## config.mk

```make
export PLATFORM = sky130hd
export DESIGN_NAME = quad_encoder_tx
export DESIGN_NICKNAME = d
export VERILOG_FILES = /design/src/rtl/pong_pkg.sv /design/src/rtl/dwell_timer.sv /design/src/rtl/quad_encoder_tx.sv
export SDC_FILE = /design/constraint.sdc
export NUM_CORES = 1
export LEC_CHECK = 0
export CELL_PAD_IN_SITES_DETAIL_PLACEMENT = 2
export CELL_PAD_IN_SITES_GLOBAL_PLACEMENT = 2
export CORE_MARGIN = 5
export CORE_UTILIZATION = 36
export CTS_BUF_LIST = sky130_fd_sc_hd__clkbuf_8
export DETAILED_ROUTE_END_ITERATION = 10
export PLACE_DENSITY = 0.9
export SYNTH_ARGS = -nofsm -noshare
export SYNTH_HDL_FRONTEND = slang
export SYNTH_HIERARCHICAL = 1
export SYNTH_SLANG_ARGS = --single-unit
```

## constraint.sdc

```tcl
create_clock -name clk -period 2.5 [get_ports clk]
set_input_delay 0.25 -clock clk [delete_from_list [all_inputs] [get_ports clk]]
set_output_delay 0.25 -clock clk [all_outputs]
set_load 0.05 [all_outputs]
```

## src/rtl/pong_pkg.sv

```systemverilog
// Shared types and constants for the pong encoder/paddle blocks.
package pong_pkg;

   localparam int unsigned POS_W = 6;

   typedef enum logic {DIR_UP, DIR_DN} dir_e;
   typedef enum logic {ST_IDLE, ST_STEP} state_e;

   // {a,b} levels per phase; A leads going up, B leads going down
   localparam logic [1:0] PH_UP [0:3] = '{2'b10, 2'b11, 2'b01, 2'b00};
   localparam logic [1:0] PH_DN [0:3] = '{2'b01, 2'b11, 2'b10, 2'b00};

   function automatic logic [1:0] phase_level(input dir_e dir, input logic [1:0] ph);
      return (dir == DIR_UP) ? PH_UP[ph] : PH_DN[ph];
   endfunction

endpackage

```

## src/rtl/dwell_timer.sv

```systemverilog
// DWELL-cycle down-counter: start loads it, expire_c_o is high once it has run out.
module dwell_timer #(
   parameter int unsigned DWELL = 4
) (
   input  logic clk,
   input  logic reset,
   input  logic start_i,
   output logic expire_c_o
);

   localparam int unsigned CNT_W = $clog2(DWELL + 1);

   logic [CNT_W-1:0] count_q;

   always_ff @(posedge clk or posedge reset) begin
      if (reset) begin
         count_q <= '0;
      end else if (start_i) begin
         count_q <= CNT_W'(DWELL - 1);
      end else if (count_q != '0) begin
         count_q <= count_q - CNT_W'(1);
      end
   end

   assign expire_c_o = (count_q == '0);

endmodule

```

## src/rtl/quad_encoder_tx.sv

```systemverilog
// Quadrature emitter: walks pos toward a commanded target one full
// 4-phase Gray cycle per unit, driving enc_a/enc_b.
module quad_encoder_tx
   import pong_pkg::*;
#(
   parameter int unsigned      DWELL    = 4,
   parameter logic [POS_W-1:0] HOME_POS = 6'd28
) (
   input  logic             clk,
   input  logic             reset,
   input  logic             cmd_valid,
   input  logic [POS_W-1:0] cmd_target,
   output logic             cmd_ready,
   input  logic             abort,
   input  logic             home,
   output logic             enc_a,
   output logic             enc_b,
   output logic [POS_W-1:0] pos,
   output logic             busy,
   output logic             done
);

   state_e           state_q;
   dir_e             dir_q;
   logic [1:0]       phase_q;
   logic [POS_W-1:0] pos_q;
   logic [POS_W-1:0] tgt_q;
   logic             abort_q;
   logic             zero_pend_q;
   logic [1:0]       enc_q;
   logic             busy_q;
   logic             done_q;
   logic             ready_q;

   logic expire_c;
   logic accept_c;
   logic finish_c;
   logic tmr_start_c;
   dir_e acc_dir_c;
   dir_e cont_dir_c;

   assign accept_c   = (state_q == ST_IDLE) && cmd_valid && !home;
   assign acc_dir_c  = (cmd_target > pos_q) ? DIR_UP : DIR_DN;
   assign cont_dir_c = (tgt_q > pos_q) ? DIR_UP : DIR_DN;
   // pos_q already reflects this step: it moved on entry to phase 3
   assign finish_c   = (state_q == ST_STEP) && expire_c && (phase_q == 2'd3) &&
                       ((pos_q == tgt_q) || abort_q || abort);
   assign tmr_start_c = (accept_c && (cmd_target != pos_q)) ||
                        ((state_q == ST_STEP) && expire_c && !finish_c);

   dwell_timer #(.DWELL(DWELL)) u_dwell (
      .clk        (clk),
      .reset      (reset),
      .start_i    (tmr_start_c),
      .expire_c_o (expire_c)
   );

   always_ff @(posedge clk or posedge reset) begin
      if (reset) begin
         state_q     <= ST_IDLE;
         dir_q       <= DIR_UP;
         phase_q     <= 2'd0;
         pos_q       <= HOME_POS;
         tgt_q       <= HOME_POS;
         abort_q     <= 1'b0;
         zero_pend_q <= 1'b0;
         enc_q       <= 2'b00;
         busy_q      <= 1'b0;
         done_q      <= 1'b0;
         ready_q     <= 1'b1;
      end else begin
         done_q      <= zero_pend_q;
         zero_pend_q <= 1'b0;
         case (state_q)
            ST_IDLE: begin
               if (home) begin
                  pos_q <= HOME_POS;
               end else if (cmd_valid) begin
                  if (cmd_target == pos_q) begin
                     zero_pend_q <= 1'b1;
                  end else begin
                     state_q <= ST_STEP;
                     tgt_q   <= cmd_target;
                     dir_q   <= acc_dir_c;
                     phase_q <= 2'd0;
                     enc_q   <= phase_level(acc_dir_c, 2'd0);
                     abort_q <= 1'b0;
                     busy_q  <= 1'b1;
                     ready_q <= 1'b0;
                  end
               end
            end
            default: begin
               if (abort) abort_q <= 1'b1;
               if (expire_c) begin
                  if (phase_q == 2'd2) begin
                     pos_q <= (dir_q == DIR_UP) ? pos_q + POS_W'(1) : pos_q - POS_W'(1);
                  end
                  if (phase_q != 2'd3) begin
                     phase_q <= phase_q + 2'd1;
                     enc_q   <= phase_level(dir_q, phase_q + 2'd1);
                  end else if (finish_c) begin
                     state_q <= ST_IDLE;
                     abort_q <= 1'b0;
                     busy_q  <= 1'b0;
                     ready_q <= 1'b1;
                     done_q  <= 1'b1;
                  end else begin
                     dir_q   <= cont_dir_c;
                     phase_q <= 2'd0;
                     enc_q   <= phase_level(cont_dir_c, 2'd0);
                  end
               end
            end
         endcase
      end
   end

   assign enc_a     = enc_q[1];
   assign enc_b     = enc_q[0];
   assign pos       = pos_q;
   assign busy      = busy_q;
   assign done      = done_q;
   assign cmd_ready = ready_q;

endmodule

```

Word level (Yosys, flattened, before mapping)

Cells that the tools add are included.

Add/subtract/negate cells: 4
Order comparisons: 3
Equal/unequal tests: 14
Multiplexer cells: 73
Bitwise gates (word level): 4
Reduce and logical (&&, ||, !) cells: 23

Operators by type and width:

| operator              | number |
|---|---|
| $mux W1               | 43 |
| $mux W2               | 21 |
| $mux W6               | 5 |
| $eq A6 B6 Y1          | 2 |
| $gt A6 B6 Y1          | 2 |
| $reduce_and A6 Y1     | 2 |
| $bmux W2 S2           | 2 |
| $ne A2 B1 Y1 const B  | 4 |
| $ne A2 B2 Y1 const B  | 4 |
| $logic_and A1 B1 Y1   | 7 |
| $add A6 B1 Y6 const B | 1 |
| $mux W3               | 2 |
| $ne A6 B6 Y1          | 1 |
| $reduce_and A3 Y1     | 2 |
| $reduce_bool A2 Y1    | 3 |
| $sub A6 B1 Y6 const B | 1 |
| $reduce_and A5 Y1     | 1 |
| $eq A2 B2 Y1 const B  | 2 |
| $reduce_and A4 Y1     | 1 |
| $ge A3 B3 Y1 const B  | 1 |
| $logic_not A3 Y1      | 1 |
| $logic_or A1 B1 Y1    | 3 |
| $ne A3 B2 Y1 const B  | 1 |
| $not A1 Y1            | 3 |
| 5 further kinds       | 6 |

Register bits after elaboration: 26
Bits of input ports: 11
Logic and storage cells: 133

Longest topological paths before layout

Word-level depth: 9
Mapped depth: 9
Depth with buffers taken out: 9

By module

The synthesis kept the hierarchy.

Modules (own cells, without submodules):

| module          | instances | cells each | area each (µm²) | sequential area each (µm²) |
|---|---|---|---|---|
| quad_encoder_tx | 1         | 168        | 1591.5          | 584.3 |
| dwell_timer     | 1         | 18         | 185.2           | 75.1 |

Worst setup path before layout

Ideal clock, no wire load.

Path type: reg2reg
From: register pos_q[5] (netlist: pos[5])
To: register enc_q[0]
Library setup time: 121 ps
Data arrival time: 1972 ps
Required time: 2379 ps
Slack: 406 ps
Cell stages (with the launch flop): 9
Clock period less this slack: 2094 ps
Path through: dfrtp_1 > inv_1 > ha_1 > nand4_1 > o21ai_2 > a21oi_2 > nor2_2 > inv_1 > o22a_1

Word-level cells in the longest chain between the ends: 6

RTL lines:

| what                                          | line                                  | source |
|---|---|---|
| start: declaration                            | quad_encoder_tx.sv:26                 | `logic [POS_W-1:0] pos_q;` |
| start signal: assignment                      | quad_encoder_tx.sv:97                 | `pos_q <= (dir_q == DIR_UP) ? pos_q + POS_W'(1) : pos_q - POS_W'(1);` |
| $gt A6 B6 Y1, or another cell as far along    | quad_encoder_tx.sv:43                 | `assign acc_dir_c = (cmd_target > pos_q) ? DIR_UP : DIR_DN;` |
| $mux W2 or $logic_or A1 B1 Y1 (tied branches) | pong_pkg.sv:14, quad_encoder_tx.sv:47 |  |
| $mux W2, or another cell as far along         | quad_encoder_tx.sv:79                 | `if (cmd_target == pos_q) begin` |
| $mux W2, or another cell as far along         | quad_encoder_tx.sv:78                 | `end else if (cmd_valid) begin` |
| $mux W2, or another cell as far along         | quad_encoder_tx.sv:76                 | `if (home) begin` |
| $mux W2 or $reduce_and A5 Y1 (tied branches)  | --                                    |  |
| end signal: assignment                        | quad_encoder_tx.sv:86                 | `enc_q <= phase_level(acc_dir_c, 2'd0);` |
| end signal: assignment                        | quad_encoder_tx.sv:101                | `enc_q <= phase_level(dir_q, phase_q + 2'd1);` |
| end signal: assignment                        | quad_encoder_tx.sv:111                | `enc_q <= phase_level(cont_dir_c, 2'd0);` |
| end: declaration                              | quad_encoder_tx.sv:30                 | `logic [1:0] enc_q;` |

Parallel ways exist; a longest one is shown, timed or not. The select of a mux whose other input is x is not followed.
A chain may end at the register's enable or synchronous reset.

Worst setup path after layout

From: register pos_q[4] (netlist: pos[4])
To: register u_dwell.count_q[0]

Word-level cells in the longest chain between the ends: 8

RTL lines:

| what                                          | line                  | source |
|---|---|---|
| $eq A6 B6 Y1                                  | quad_encoder_tx.sv:47 | `((pos_q == tgt_q) \|\| abort_q \|\| abort);` |
| $logic_or A1 B1 Y1 (2 in series)              | quad_encoder_tx.sv:47 |  |
| $logic_and A1 B1 Y1                           | quad_encoder_tx.sv:46 | `assign finish_c = (state_q == ST_STEP) && expire_c && (phase_q == 2'd3) &&` |
| $logic_not A1 Y1                              | quad_encoder_tx.sv:49 | `((state_q == ST_STEP) && expire_c && !finish_c);` |
| $logic_and A1 B1 Y1                           | quad_encoder_tx.sv:49 |  |
| $logic_or A1 B1 Y1 (*)                        | quad_encoder_tx.sv:48 | `assign tmr_start_c = (accept_c && (cmd_target != pos_q)) \|\|` |
| named net tmr_start_c                         | quad_encoder_tx.sv:38 | `logic tmr_start_c;` |
| $mux W3 or $reduce_bool A2 Y1 (tied branches) | --                    |  |
| end signal: assignment                        | dwell_timer.sv:19     | `count_q <= CNT_W'(DWELL - 1);` |
| end signal: assignment                        | dwell_timer.sv:21     | `count_q <= count_q - CNT_W'(1);` |
| end: declaration                              | dwell_timer.sv:13     | `logic [CNT_W-1:0] count_q;` |

The timed path passes the listed nets; every way through them passes the cells marked *.

==> parameters.txt <==
Parameter                              Value

Synthesis
  Register bit count reported by yosys    26
  Yosys warnings    6
  Post-synthesis cell area    0.001777 mm²
  Net count of the mapped netlist    218
  Portion of the post-synthesis area used by sequential elements    37.11%
  Dominant cell type by area after synthesis    sky130_fd_sc_hd__dfrtp_1
  Leading register cell type out of synthesis    sky130_fd_sc_hd__dfrtp_1
  Count of mapped cells out of synthesis    186
  Number of enable flip-flop cells after synthesis    0
  Cells taking the most area after synthesis    sky130_fd_sc_hd__dfrtp_1 (27%), sky130_fd_sc_hd__ha_1 (14%), sky130_fd_sc_hd__dfstp_2 (10%)
  Most repeated cell in the gate-level netlist after synthesis    sky130_fd_sc_hd__nand2_1
  FFs w/ async S/R, synth    100.0%
  Count of unique library cells instantiated by Yosys    53
  Share of the synthesized area in the top cell type    26.76%
  Top cells by instance count after synthesis    sky130_fd_sc_hd__nand2_1 (27), sky130_fd_sc_hd__ha_1 (20), sky130_fd_sc_hd__dfrtp_1 (19)
  Post-synthesis area per instance    between 9 and 10 µm²

Cells and area
  Fill cell total of the finished layout    532
  Fin cells    276
  Synthesis-to-finish area growth    19.79%
  Fraction of final layout cells sized beyond drive strength 1    15.31%
  Final core utilization    44.76%
  Total Nets Final    242
  # diodes    0

CTS
  CTS Hold Bufs    0
  Clock edge transition at the registers on the reported setup and hold paths    roughly 0.090 ns
  Clock latency on the worst-skew pair    0.28 ns
  Inserted Clock Buffers    3
  Max H-tree Level    1
  Count of instances resized after the clock tree is built    0
  Num Clock Sinks    26
  TritonCTS clock tree    built
  Cell at the root of the clock tree    sky130_fd_sc_hd__clkbuf_8
  Worst-case clock buffer depth    2
  Post-CTS Setup Bufs    0

Placed design
  DP HPWL    approximately 3700 µm
  # placed instances    between 200 and 300
  Final estimated routing congestion in global placement    roughly 0.74
  Number of port buffers    21

Timing
  Fmax    0.4481 GHz
  Slew headroom    64.74%
  Final worst clock skew    approximately 0.0014 ns
  Final Hold Slack    0.1690 ns
  Number of max-slew violations in the final report    0
  Setup TNS after final layout    0 ns
  Setup-failing EPs final    0
  Actual slew at the worst max-slew pin    0.5272 ns
  Unrepaired setup endpoints after global routing    false
  Hold Fails Final Rpt    0
  Final worst path period need    2.232 ns
  Final critical-path share of the clock period    approximately nine tenths

Setup path
  Path depth of the worst reg2reg path    9
  Capture point of the worst path    u_dwell/count_q[0]
  Critical path peak fanout    8
  Setup Crit Path Kind    reg2reg
  Sort of element at the end of the critical path    flop
  Reg2reg start    pos[4]
  Arrival time reported for the critical path endpoint    2.40 ns
  Crit path required time    2.67 ns
  Critical path origin    pos[4]
  Register-to-register setup slack    approximately 0.27 ns
  CP startpoint kind    flop
  Worst flop-to-flop path endpoint    u_dwell/count_q[0]

Detailed routing
  Routed WL per cell    18.06 µm
  Antenna-violating nets left    0
  Detailed router's first-iteration violation count    48
  Vias post-DR    around 1400
  Number of search-and-repair iterations in the first detailed-routing pass    4
  Post-detailed-route DRC marker count    0
  Post-DR vias/cell    5.174
  Total detailed-routing wirelength    4984 µm

Status
  Result of the run    complete, no violations

Die
  Die area    0.006440 mm²
  Effective utilization at floorplan    between 30% and 40%
  Number of placement rows    25
  Height of the die    80.25 µm
  X dimension of the die    80.25 µm
  I/O pins    22
  Core Area    0.004755 mm²

GRT
  Total grt overflow    0
  Via count of the first global-routing pass    1667
  Global-route wire length before repair    8631 µm
  GRT Resource Usage Total    17.50%
  Pin count of the biggest net entering global routing    24
  Antenna violations before repair    0

Worst hold path
  Worst hold-check path type    in2async

Power and ir drop
  Max VDD drop    0.0004865 V
  Areal power density over the cells    1322 mW/mm²
  Leakage dissipation    0.9907 nW

Job
  Count of maximum capacitance violations    0
stage by stage:
stage	power (mW)	worst slack [ns]	cell area [µm²]
finish	2.813	0.2684	2128
global placement	2.360	0.3973	2057
global route	3.066	0.08814	2128
detailed placement	2.442	0.3500	2057
floorplan	1.987	0.4064	1777
CTS	2.853	0.2364	2128
logic make-up after synthesis:
kind of cell    synth area share [%]
fa+ha+maj                      15.21
buf+inv                        5.422
simple gates                   18.73
xor+xnor                       2.465
compound gates                 19.30
mux                            1.761
flops                          37.11
report_power, final:
group / switching (mW) / internal (mW)
Sequential: 0.181 / 0.621
Clock: 0.142 / 0.215
Combinational: 0.989 / 0.666
Total: 1.31 / 1.50
worst max-delay path, cell delays in order, from the launching register on:
cell and delay, ns:
sky130_fd_sc_hd__dfstp_2 0.58, sky130_fd_sc_hd__inv_1 0.09, sky130_fd_sc_hd__ha_1 0.31, sky130_fd_sc_hd__nand4_1 0.20, sky130_fd_sc_hd__o21ai_2 0.28, sky130_fd_sc_hd__a21oi_2 0.14, sky130_fd_sc_hd__nor2_2 0.14, sky130_fd_sc_hd__inv_1 0.16
sky130_fd_sc_hd__nor2b_1 0.15, sky130_fd_sc_hd__mux2i_1 0.07
worst min-delay path by stage:
stage	start	endpoint	slack [ns]	cells after the start
after floorplan	reset	u_dwell/count_q[0]	0.004	1
after global placement	zero_pend_q	done	0.42	1
after detailed placement	zero_pend_q	done	0.44	1
after CTS	reset	u_dwell/count_q[1]	0.17	2
after global routing	reset	u_dwell/count_q[2]	0.19	2
final	reset	u_dwell/count_q[0]	0.17	2
layer usage:
metal | vias up | routed length, µm | track usage (%) | share of wire (%)
met2 | 20 | 2492 | 29.64 | 50
met1 | 716 | 2303 | 23.08 | 46
met5 | - | 0 | 0 | 0
met4 | 0 | 82 | 4.392 | 1.6
li1 | 682 | - | - | -
met3 | 10 | 106 | 2.915 | 2.1
cells in the final DEF, fill, tap and decap left out, types with 2 or more instances in the layout:
| master | count |
|---|---|
| sky130_fd_sc_hd__nand2_1 | 27 |
| sky130_fd_sc_hd__clkdlybuf4s50_1 | 21 |
| sky130_fd_sc_hd__ha_1 | 20 |
| sky130_fd_sc_hd__dfrtp_1 | 19 |
| sky130_fd_sc_hd__inv_1 | 17 |
| sky130_fd_sc_hd__nor2_1 | 13 |
| sky130_fd_sc_hd__dfstp_2 | 7 |
| sky130_fd_sc_hd__o21ai_0 | 6 |
| sky130_fd_sc_hd__nor2b_1 | 5 |
| sky130_fd_sc_hd__nand2b_1 | 4 |
| sky130_fd_sc_hd__a21oi_1 | 4 |
| sky130_fd_sc_hd__a21oi_2 | 3 |
| sky130_fd_sc_hd__o21ai_1 | 3 |
| sky130_fd_sc_hd__xnor2_1 | 3 |
| sky130_fd_sc_hd__o211ai_1 | 3 |
| sky130_fd_sc_hd__o31ai_1 | 3 |
| sky130_fd_sc_hd__nor3_1 | 3 |
| sky130_fd_sc_hd__clkbuf_8 | 3 |
| sky130_fd_sc_hd__nor2_2 | 2 |
| sky130_fd_sc_hd__or3_1 | 2 |
| sky130_fd_sc_hd__a211o_1 | 2 |
| sky130_fd_sc_hd__o21bai_1 | 2 |
| sky130_fd_sc_hd__a32oi_1 | 2 |
| sky130_fd_sc_hd__and3_1 | 2 |
| sky130_fd_sc_hd__xor2_1 | 2 |
| sky130_fd_sc_hd__buf_4 | 2 |
| sky130_fd_sc_hd__mux2i_1 | 2 |
sequential cells by signal (all words and copies together), names as in the netlist:
name / flops
pos: 6
tgt_q: 6
u_dwell/count_q: 3
enc_q: 2
phase_q: 2
abort_q: 1
busy: 1
cmd_ready: 1
dir_q: 1
done: 1
state_q: 1
zero_pend_q: 1
final cells by class:
class,instances,area [µm²],area share (%)
inverter,18,67.56,3.175
multi-input combinational,138,1021,47.97
clock buffer,3,41.29,1.940
timing repair buffer,23,225.2,10.58
tap,67,83.83,3.939
sequential,26,659.4,30.98
clock inverter,1,30.03,1.411
(Power assumes the default switching activity.)
